## config.mk

```make
export PLATFORM = sky130hd
export DESIGN_NAME = fmul_add_norm_stage_flat
export DESIGN_NICKNAME = d
export VERILOG_FILES = /design/src/rtl/fmul_add_norm_stage_if.sv /design/src/rtl/fmul_add_norm_stage.sv /design/src/flat_wrapper.sv
export SDC_FILE = /design/constraint.sdc
export NUM_CORES = 1
export LEC_CHECK = 0
export CORE_UTILIZATION = 47
export DETAILED_ROUTE_END_ITERATION = 16
export PLACE_DENSITY = 0.72
export SYNTH_ARGS = -nofsm -noshare
export SYNTH_HDL_FRONTEND = slang
export SYNTH_SLANG_ARGS = --single-unit
```

## constraint.sdc

```tcl
create_clock -name clk -period 12.1 [get_ports clk]
set_input_delay 2.42 -clock clk [delete_from_list [all_inputs] [get_ports clk]]
set_output_delay 2.42 -clock clk [all_outputs]
set_load 0.02 [all_outputs]
```

## src/rtl/fmul_add_norm_stage_if.sv

```systemverilog
`default_nettype none
// ============================================================================
// Module      : fmul_add_norm_stage_if
// Description : Handshake bundle between the carry-save multiply register and
//               the add/normalize/round stage, plus the packed result side.
// Revision    : 1.0 - initial release
// ============================================================================
interface fmul_add_norm_stage_if;
    logic        in_valid;
    logic        in_ready;
    logic [1:0]  a_rm;
    logic        a_sign;
    logic [9:0]  a_exp10;
    logic        a_is_nan;
    logic        a_is_inf;
    logic [22:0] a_inf_nan_frac;
    logic [39:0] a_sum;
    logic [39:0] a_carry;
    logic [7:0]  a_z8;
    logic        out_valid;
    logic        out_ready;
    logic [31:0] result;
    logic [2:0]  flags;

    // Producer of bundles and consumer of results
    modport master (
        output in_valid, a_rm, a_sign, a_exp10, a_is_nan, a_is_inf,
               a_inf_nan_frac, a_sum, a_carry, a_z8, out_ready,
        input  in_ready, out_valid, result, flags
    );

    // The add/normalize/round stage itself
    modport slave (
        input  in_valid, a_rm, a_sign, a_exp10, a_is_nan, a_is_inf,
               a_inf_nan_frac, a_sum, a_carry, a_z8, out_ready,
        output in_ready, out_valid, result, flags
    );
endinterface
`default_nettype wire

```

## src/rtl/fmul_add_norm_stage.sv

```systemverilog
`default_nettype none
// ============================================================================
// Module      : fmul_add_norm_stage
// Description : Final carry-propagate add of the FP32 multiplier carry-save
//               product, followed by normalization, rounding, special-case
//               handling and IEEE-754 single packing. Two registered stages
//               with valid/ready flow control on both sides.
// Revision    : 1.0 - initial release
// ============================================================================
module fmul_add_norm_stage #(
    parameter int DENORM_EN = 1
) (
    input  logic                  clk,
    input  logic                  clr,
    fmul_add_norm_stage_if.slave  bus
);

    localparam logic [1:0] c_rm_rne    = 2'b00;
    localparam logic [1:0] c_rm_rdn    = 2'b01;
    localparam logic [1:0] c_rm_rup    = 2'b10;
    localparam logic [1:0] c_rm_rtz    = 2'b11;
    localparam logic       c_denorm_en = (DENORM_EN != 0);

    // Stage 1 state: normalized mantissa with guard/sticky and passthrough
    logic        s1_valid_q,  s1_valid_d;
    logic [23:0] s1_mant_q,   s1_mant_d;
    logic [9:0]  s1_exp_q,    s1_exp_d;
    logic        s1_guard_q,  s1_guard_d;
    logic        s1_sticky_q, s1_sticky_d;
    logic [1:0]  s1_rm_q,     s1_rm_d;
    logic        s1_sign_q,   s1_sign_d;
    logic        s1_nan_q,    s1_nan_d;
    logic        s1_inf_q,    s1_inf_d;
    logic [22:0] s1_frac_q,   s1_frac_d;

    // Stage 2 state: packed result
    logic        out_valid_q, out_valid_d;
    logic [31:0] result_q,    result_d;
    logic [2:0]  flags_q,     flags_d;

    logic        s1_moves;
    logic        in_fire;

    // Stage 1 may advance whenever the output register is empty or draining
    assign s1_moves      = !out_valid_q || bus.out_ready;
    assign bus.in_ready  = !s1_valid_q || s1_moves;
    assign in_fire       = bus.in_valid && bus.in_ready;
    assign bus.out_valid = out_valid_q;
    assign bus.result    = result_q;
    assign bus.flags     = flags_q;

    logic [39:0] z_hi;
    logic [47:0] z48;

    // Stage 1: resolve carry-save, pick the leading-one position, gather g/s
    always_comb begin
        z_hi        = bus.a_sum + bus.a_carry;
        z48         = {z_hi, bus.a_z8};
        s1_valid_d  = s1_valid_q;
        s1_mant_d   = s1_mant_q;
        s1_exp_d    = s1_exp_q;
        s1_guard_d  = s1_guard_q;
        s1_sticky_d = s1_sticky_q;
        s1_rm_d     = s1_rm_q;
        s1_sign_d   = s1_sign_q;
        s1_nan_d    = s1_nan_q;
        s1_inf_d    = s1_inf_q;
        s1_frac_d   = s1_frac_q;
        if (bus.in_ready) begin
            s1_valid_d = bus.in_valid;
        end
        if (in_fire) begin
            if (z48[47]) begin
                s1_mant_d   = z48[47:24];
                s1_exp_d    = bus.a_exp10 + 10'd1;
                s1_guard_d  = z48[23];
                s1_sticky_d = |z48[22:0];
            end else begin
                s1_mant_d   = z48[46:23];
                s1_exp_d    = bus.a_exp10;
                s1_guard_d  = z48[22];
                s1_sticky_d = |z48[21:0];
            end
            s1_rm_d   = bus.a_rm;
            s1_sign_d = bus.a_sign;
            s1_nan_d  = bus.a_is_nan;
            s1_inf_d  = bus.a_is_inf;
            s1_frac_d = bus.a_inf_nan_frac;
        end
    end

    logic signed [10:0] exp_x;
    logic signed [10:0] exp_fin;
    logic        [10:0] sh_raw;
    logic        [4:0]  sh;
    logic        [50:0] wide;
    logic        [23:0] rnd_mant;
    logic               rnd_guard;
    logic               rnd_sticky;
    logic               inc;
    logic               inexact;
    logic               is_low;
    logic        [24:0] mant_r;
    logic        [31:0] res;
    logic        [2:0]  flg;

    // Stage 2: denormalize if needed, round, detect overflow, pack
    always_comb begin
        exp_x  = $signed({s1_exp_q[9], s1_exp_q});
        is_low = (exp_x < 11'sd1);
        // Anything beyond 26 places leaves only sticky, so saturate there
        sh_raw = 11'd1 - exp_x;
        sh     = (sh_raw > 11'd26) ? 5'd26 : sh_raw[4:0];
        wide   = {s1_mant_q, s1_guard_q, 26'd0} >> sh;

        if (is_low) begin
            rnd_mant   = wide[50:27];
            rnd_guard  = wide[26];
            rnd_sticky = s1_sticky_q | (|wide[25:0]);
        end else begin
            rnd_mant   = s1_mant_q;
            rnd_guard  = s1_guard_q;
            rnd_sticky = s1_sticky_q;
        end

        case (s1_rm_q)
            c_rm_rne: inc = rnd_guard && (rnd_sticky || rnd_mant[0]);
            c_rm_rdn: inc = s1_sign_q && (rnd_guard || rnd_sticky);
            c_rm_rup: inc = !s1_sign_q && (rnd_guard || rnd_sticky);
            c_rm_rtz: inc = 1'b0;
            default:  inc = 1'b0;
        endcase
        inexact = rnd_guard || rnd_sticky;
        mant_r  = {1'b0, rnd_mant} + {24'd0, inc};
        // A carry out of the hidden bit leaves mant_r[23:0] all zero (1.0)
        exp_fin = exp_x + (mant_r[24] ? 11'sd1 : 11'sd0);

        res = 32'd0;
        flg = 3'b000;
        if (s1_nan_q || s1_inf_q) begin
            res = {s1_sign_q, 8'hFF, s1_frac_q};
        end else if (s1_mant_q == 24'd0) begin
            res = {s1_sign_q, 31'd0};
        end else if (is_low && !c_denorm_en) begin
            res = {s1_sign_q, 31'd0};
            flg = 3'b011;
        end else if (is_low) begin
            // Rounding up to 2^23 spills into the exponent LSB: min normal
            res = {s1_sign_q, 7'd0, mant_r[23:0]};
            flg = {1'b0, inexact, inexact};
        end else if (exp_fin >= 11'sd255) begin
            flg = 3'b101;
            case (s1_rm_q)
                c_rm_rne: res = {s1_sign_q, 31'h7F800000};
                c_rm_rdn: res = s1_sign_q ? 32'hFF800000 : 32'h7F7FFFFF;
                c_rm_rup: res = s1_sign_q ? 32'hFF7FFFFF : 32'h7F800000;
                default:  res = {s1_sign_q, 31'h7F7FFFFF};
            endcase
        end else begin
            res = {s1_sign_q, exp_fin[7:0], mant_r[22:0]};
            flg = {2'b00, inexact};
        end

        out_valid_d = out_valid_q;
        result_d    = result_q;
        flags_d     = flags_q;
        if (s1_moves) begin
            out_valid_d = s1_valid_q;
            if (s1_valid_q) begin
                result_d = res;
                flags_d  = flg;
            end
        end
    end

    // Pipeline registers; reset drops all in-flight operations
    always_ff @(posedge clk) begin
        if (clr) begin
            s1_valid_q  <= 1'b0;
            s1_mant_q   <= 24'd0;
            s1_exp_q    <= 10'd0;
            s1_guard_q  <= 1'b0;
            s1_sticky_q <= 1'b0;
            s1_rm_q     <= 2'b00;
            s1_sign_q   <= 1'b0;
            s1_nan_q    <= 1'b0;
            s1_inf_q    <= 1'b0;
            s1_frac_q   <= 23'd0;
            out_valid_q <= 1'b0;
            result_q    <= 32'd0;
            flags_q     <= 3'b000;
        end else begin
            s1_valid_q  <= s1_valid_d;
            s1_mant_q   <= s1_mant_d;
            s1_exp_q    <= s1_exp_d;
            s1_guard_q  <= s1_guard_d;
            s1_sticky_q <= s1_sticky_d;
            s1_rm_q     <= s1_rm_d;
            s1_sign_q   <= s1_sign_d;
            s1_nan_q    <= s1_nan_d;
            s1_inf_q    <= s1_inf_d;
            s1_frac_q   <= s1_frac_d;
            out_valid_q <= out_valid_d;
            result_q    <= result_d;
            flags_q     <= flags_d;
        end
    end

endmodule
`default_nettype wire

```

## src/flat_wrapper.sv

```systemverilog
// flat-port wrapper written by rule: the top's interface ports become plain ports
module fmul_add_norm_stage_flat 
#(
    parameter int DENORM_EN = 1
)
  (clk, clr, bus_in_valid, bus_a_rm, bus_a_sign, bus_a_exp10, bus_a_is_nan, bus_a_is_inf, bus_a_inf_nan_frac, bus_a_sum, bus_a_carry, bus_a_z8, bus_out_ready, bus_in_ready, bus_out_valid, bus_result, bus_flags);
  fmul_add_norm_stage_if bus_i ();
  input  logic clk;
  input  logic clr;
  input wire logic [$bits(bus_i.in_valid)-1:0] bus_in_valid;
  input wire logic [$bits(bus_i.a_rm)-1:0] bus_a_rm;
  input wire logic [$bits(bus_i.a_sign)-1:0] bus_a_sign;
  input wire logic [$bits(bus_i.a_exp10)-1:0] bus_a_exp10;
  input wire logic [$bits(bus_i.a_is_nan)-1:0] bus_a_is_nan;
  input wire logic [$bits(bus_i.a_is_inf)-1:0] bus_a_is_inf;
  input wire logic [$bits(bus_i.a_inf_nan_frac)-1:0] bus_a_inf_nan_frac;
  input wire logic [$bits(bus_i.a_sum)-1:0] bus_a_sum;
  input wire logic [$bits(bus_i.a_carry)-1:0] bus_a_carry;
  input wire logic [$bits(bus_i.a_z8)-1:0] bus_a_z8;
  input wire logic [$bits(bus_i.out_ready)-1:0] bus_out_ready;
  output wire logic [$bits(bus_i.in_ready)-1:0] bus_in_ready;
  output wire logic [$bits(bus_i.out_valid)-1:0] bus_out_valid;
  output wire logic [$bits(bus_i.result)-1:0] bus_result;
  output wire logic [$bits(bus_i.flags)-1:0] bus_flags;
  assign bus_i.in_valid = bus_in_valid;
  assign bus_i.a_rm = bus_a_rm;
  assign bus_i.a_sign = bus_a_sign;
  assign bus_i.a_exp10 = bus_a_exp10;
  assign bus_i.a_is_nan = bus_a_is_nan;
  assign bus_i.a_is_inf = bus_a_is_inf;
  assign bus_i.a_inf_nan_frac = bus_a_inf_nan_frac;
  assign bus_i.a_sum = bus_a_sum;
  assign bus_i.a_carry = bus_a_carry;
  assign bus_i.a_z8 = bus_a_z8;
  assign bus_i.out_ready = bus_out_ready;
  assign bus_in_ready = bus_i.in_ready;
  assign bus_out_valid = bus_i.out_valid;
  assign bus_result = bus_i.result;
  assign bus_flags = bus_i.flags;
  fmul_add_norm_stage #(.DENORM_EN(DENORM_EN)) u_core (.clk(clk), .clr(clr), .bus(bus_i));
endmodule
```

# Word-level counts from Yosys, hierarchy flattened
# Cells that the tools add are included.
# totals
register_bits	101
inputBits	130
out_inout_bits	37
wordCells	65
# classes
addsub	5
order_cmp	3
eq_ne	3
n_shift	1
muxes	21
bitwise_logic	1
reduce_logical	18
# ops
operator	n
two-way mux 32 bit	6
one-hot mux 32 bit (3 select lines)	1
>> shifter 51 x 5 -> 51 bit	1
two-way mux 24 bit	2
adder 40 bit	1
OR reduction 26 bit	1
adder 24 x 1 -> 25 bit	1
logical NOT 24 bit	1
OR reduction 23 bit	1
OR reduction 22 bit	1
two-way mux 3 bit	4
adder 10 x 2 -> 11 bit	1
>= comparator 11 x 9 -> 1 bit (second input constant)	1
greater-than comparator 11 x 5 -> 1 bit (second input constant)	1
subtractor 2 x 10 -> 11 bit (first input constant)	1
adder 10 x 1 -> 10 bit (second input constant)	1
< comparator 10 x 2 -> 1 bit (second input constant)	1
two-way mux 10 bit	1
logical OR 1 bit	5
two-way mux 1 bit	5
two-way mux 5 bit	1
equality test 2 bit (second input constant)	2
logical AND 1 bit	4
one-hot mux 1 bit (4 select lines)	1
5 further kinds	7

# Longest topological paths before layout
# depth
depth_word	18
mapped_depth	40
ltp_nobuf	35

# Least setup slack after synthesis
# No wires, ideal clock.
# synth_path
kind	register to register
startpoint	register u_core.s1_exp_q[1]
endpoint	register u_core.result_q[14], in the netlist u_core.bus.result[14]
setup_ns	0.101
arrival_time_ns	7.526
required_ns	11.999
path_slack_ns	4.473
stages_incl_launch_ff	39
n_path_buf	5
period_less_slack_ns	7.627
path_cell_list	dfxtp_1 > clkbuf_1 > inv_1 > ha_1 > nor4b_4 > a21bo_2 > buf_2 > a21o_1 > nor3_4 > clkbuf_1 > buf_2 > o21ai_0 > a221oi_1 > nor4b_1 > a31oi_1 > o22ai_1 > a21oi_1 > a21oi_1 > (+3 left out) > nand2_1 > nor4b_4 > nor4b_1 > ha_1 > ha_1 > and3_1 > nand2_1 > nor3_1 > a21oi_1 > o22ai_1 > o21a_1 > a21oi_1 > a31o_2 > o21ai_0 > clkbuf_1 > a21oi_1 > or3_1 > o41ai_1
# synth_via
elab_chain_len	18
elab_cells_between_ends	24
cone_classes	3 x add/sub; 3 x order compare; 1 x shift; 10 x mux; 1 x bitwise; 6 x reduce/logical
# synth_rtl
element	line	source
from (decl)	fmul_add_norm_stage.sv:27	logic [9:0] s1_exp_q, s1_exp_d;
from (signal assigned)	fmul_add_norm_stage.sv:195	s1_exp_q <= s1_exp_d;
subtractor 2 x 10 -> 11 bit	fmul_add_norm_stage.sv:112	sh_raw = 11'd1 - exp_x;
greater-than comparator 11 x 5 -> 1 bit	fmul_add_norm_stage.sv:113	sh = (sh_raw > 11'd26) ? 5'd26 : sh_raw[4:0];
two-way mux 5 bit	fmul_add_norm_stage.sv:113	
>> shifter 51 x 5 -> 51 bit	fmul_add_norm_stage.sv:114	wide = {s1_mant_q, s1_guard_q, 26'd0} >> sh;
OR reduction 26 bit	fmul_add_norm_stage.sv:119	rnd_sticky = s1_sticky_q | (|wide[25:0]);
bitwise OR 1 bit	fmul_add_norm_stage.sv:119	
two-way mux 1 bit	fmul_add_norm_stage.sv:116	if (is_low) begin
logical OR 1 bit (on tied branches)	fmul_add_norm_stage.sv:128, fmul_add_norm_stage.sv:129, fmul_add_norm_stage.sv:127	
(+2 left out)	n/a	
adder 24 x 1 -> 25 bit	fmul_add_norm_stage.sv:134	mant_r = {1'b0, rnd_mant} + {24'd0, inc};
two-way mux 1 bit	fmul_add_norm_stage.sv:136	exp_fin = exp_x + (mant_r[24] ? 11'sd1 : 11'sd0);
adder 10 x 2 -> 11 bit	fmul_add_norm_stage.sv:136	
>= comparator 11 x 9 -> 1 bit	fmul_add_norm_stage.sv:151	end else if (exp_fin >= 11'sd255) begin
two-way mux 32 bit	fmul_add_norm_stage.sv:151	
two-way mux 32 bit *	fmul_add_norm_stage.sv:147	end else if (is_low) begin
two-way mux 32 bit *	fmul_add_norm_stage.sv:142	end else if (s1_mant_q == 24'd0) begin
two-way mux 32 bit *	fmul_add_norm_stage.sv:140	if (s1_nan_q || s1_inf_q) begin
to (signal assigned)	fmul_add_norm_stage.sv:204	result_q <= result_d;
to (decl)	fmul_add_norm_stage.sv:38	logic [31:0] result_q, result_d;
# Every way passes the cells marked *; elsewhere a longest branch is shown, timed or not.
# A chain may end at the register's enable or synchronous reset.

# Worst setup path in the final report
# layout_path
startpoint	register u_core.s1_exp_q[1]
endpoint	register u_core.result_q[9], in the netlist u_core.bus.result[9]
# The elaborated chain is that of the path after synthesis.

==> results.py <==
metrics = {
    "finish": {
        "multi_input_area_sq_mm": 0.00717,
        "num_antenna_cells": 0,
        "fill_cells": 1861,
        "register_area_sq_mm": 0.00202,
        "layout.nets": 1596,
        "layout-area-overhead-vs-synth_pct": 21.6,
        "layout-drive-gt1-share": 0.0536,
    },
    "detailed_routing": {
        "wl_per_cell_microns": 19.9,
        "drc": 0,
        "ant_nets": 0,
        "vias": 10700,
        "viasPerCell": 6.36,
        "first_pass_iters": 7,
        "wl_microns": 33500,
        "drt_iter0_drc": 869,
    },
    "timing": {
        "whs_ps": 457,
        "setup_violations": 0,
        "clock.fmax_ghz": 0.104,
        "hold_violations": 0,
        "post-route-min-period_ps": 9610,
        "min_period_over_period": 0.794,
        "finalClockSkew_ps": 16.6,
        "rsz0062_at_grt": "false",
        "worstMarginPinSlew_ps": 1040,
        "tns_ps": 0,
        "max_slew_margin": 0.301,
        "drv_slew": 0,
    },
    "logic_synthesis": {
        "synthSimpleGateAreaFrac": 0.249,
        "yosys.area_share.adder": 0.0710,
        "synth.distinct_cells": 87,
        "synthXorXnorAreaFrac": 0.0537,
        "synthArstFlopShare": 0,
        "synthTopCellsByArea": "dfxtp_1, ha_1, a21oi_1",
        "synth_edf_count": 0,
        "postSynthCellCount": 1307,
        "ys_top_cells_by_count": "nand2_1, nor2_1, a21oi_1",
        "synthesis.nets": 1491,
        "synth_area_leader_cell": "dfxtp_1",
        "synth_area_sq_mm": 0.00962,
        "synth-compound-area-share": 0.311,
        "yosysMostFrequentCell": "nand2_1",
        "ys_ff_latch": 101,
        "synthFlopType": "dfxtp_1",
        "synth_top_family_by_area": "compound AO/OA/AOI/OAI gates",
        "yosysSeqAreaShare": 0.210,
        "yosysWarnings": 0,
        "avgSynthCellArea_sq_um": 7.36,
        "yosys-mux-area-fraction": 0.0581,
        "synth_top_area_share": 0.210,
    },
    "floorplan": {
        "start_util": 0.486,
        "row_count": 51,
        "ios": 167,
        "die_h_microns": 145,
        "die_area_sq_mm": 0.0211,
        "die_x_microns": 145,
        "core_sq_mm": 0.0198,
    },
    "min_path": {
        "hp-class": "reg -> reg",
    },
    "flow_run": {
        "drv_cap": 0,
    },
    "clock_tree": {
        "cts_root_buf": "clkbuf_16",
        "cts_sinks": 101,
        "cts_hold_buf": 0,
        "cts_made_buffers": 9,
        "clkTransAtPathRegs_ps": 90,
        "cts_buffer_depth": 2,
        "post-cts-setup-buffers": 0,
        "h-tree-depth": 3,
        "clkLatencyLatePin_ps": 360,
        "cts_tree": "yes",
        "cts.repair.resized": 0,
    },
    "status": {
        "run_status": "completed",
    },
    "grt": {
        "grt_pass1_vias": 9660,
        "antenna_found_initial": 0,
        "grt_max_degree": 92,
        "grt_usage": 0.309,
        "grt-ovfl-total": 0,
        "grt_pass1_wl_microns": 52800,
    },
    "pwr": {
        "swShare": 0.403,
        "p_int_uw": 719,
        "leakagePower_nw": 4.43,
        "power_frac_comb": 0.411,
        "p_switching_uw": 485,
        "peakVddDrop_v": 0.0000605,
        "clkPwrFrac": 0.244,
        "seqPwrFrac": 0.344,
        "total_power_mw": 1.20,
        "power_density_mw_per_mm2": 103,
    },
    "setup_path": {
        "max_stage_delay_ps": 750,
        "worstSetupPathType": "reg -> reg",
        "cpMaxStageDelayCell": "a32o_1",
        "crit_path_end_kind": "flip-flop",
        "start_kind": "flip-flop",
        "crit_arrival_ps": 9860,
        "worstPathRequired_ps": 12350,
        "path_max_fanout": 22,
    },
    "place": {
        "io_buffers": 166,
        "gp_congestion": 1.04,
        "dp_hpwl_microns": 25600,
    },
}
[metal layers]
layer / share of wire / track usage / up-vias
met5: 0 / 0 / -
met4: 0.036 / 0.115 / 0
met2: 0.45 / 0.492 / 503
li1: - / - / 5133
met3: 0.076 / 0.0456 / 83
met1: 0.44 / 0.420 / 4981
[metrics by stage]
step	area (sq um)	worst slack, ps	util	cells
after floorplan	9620	4470	-	1307
after global placement	11400	3050	0.576	1666
after detailed placement	11400	2690	0.576	1666
after CTS	11700	2650	0.592	1682
after global routing	11700	1610	0.592	1682
final	11700	2490	0.592	1682
[power by group through the flow]
stage / registers (mW) / clock network (mW) / logic (mW)
6_report: 0.415 / 0.294 / 0.495
3_3_place_gp: 0.419 / 0 / 0.485
2_1_floorplan: 0.399 / 0 / 0.333
5_1_grt: 0.416 / 0.311 / 0.540
3_5_place_dp: 0.419 / 0 / 0.485
4_1_cts: 0.411 / 0.299 / 0.488
[worst max-delay path, delay by kind of cell, from the launching register on]
family	cells	cell delay, ps
AOI/OAI and AO/OA	16	4090
and+or+nand+nor	11	2860
adders and majority gates	5	1180
buffers and inverters	2	570
DFF	1	560
muxes	1	210
[flip-flops by register name, summed over array words and instances, names as in the netlist]
register              cells
u_core.s1_exp_q          10
u_core.bus.result        32
u_core.s1_sign_q          1
u_core.s1_rm_q            2
u_core.bus.out_valid      1
u_core.s1_inf_q           1
u_core.s1_valid_q         1
u_core.s1_sticky_q        1
u_core.s1_guard_q         1
u_core.bus.flags          3
u_core.s1_frac_q         23
u_core.s1_mant_q         24
u_core.s1_nan_q           1
[final timing paths]
check / from / end / slack, ps / cells past startpoint
setup / recovery: u_core.s1_exp_q[1] / u_core.bus.result[9] / 2490 / 35
hold / removal: u_core.s1_inf_q / u_core.s1_inf_q / 460 / 2
setup reg to reg: u_core.s1_exp_q[1] / u_core.bus.result[9] / 2490 / 35
hold reg to reg: u_core.s1_inf_q / u_core.s1_inf_q / 460 / 2
[final cells by class]
class / instances / share of cell area
Clock buffer: 9 / 0.0192
Clock inverter: 7 / 0.00770
Inverter: 25 / 0.00802
Multi-Input combinational cell: 1094 / 0.613
Sequential cell: 101 / 0.173
Tap cell: 265 / 0.0283
Timing Repair Buffer: 181 / 0.151
[cells by family after synthesis]
family,after synthesis
simple gates,484
compound gates,445
buf+inv,112
flops,101
xor+xnor,59
fa+ha+maj,54
mux,52
[cell usage in the layout (no fill, tap or decap), drive strengths merged, types with 39 or more instances in the layout]
master and count:
clkdlybuf4s50 165, nand2 146, nor2 143, a21oi 121
dfxtp 101, a211oi 70, o21ai 68, ha 53
nor3 48, mux2i 39
(Power assumes the default switching activity.)
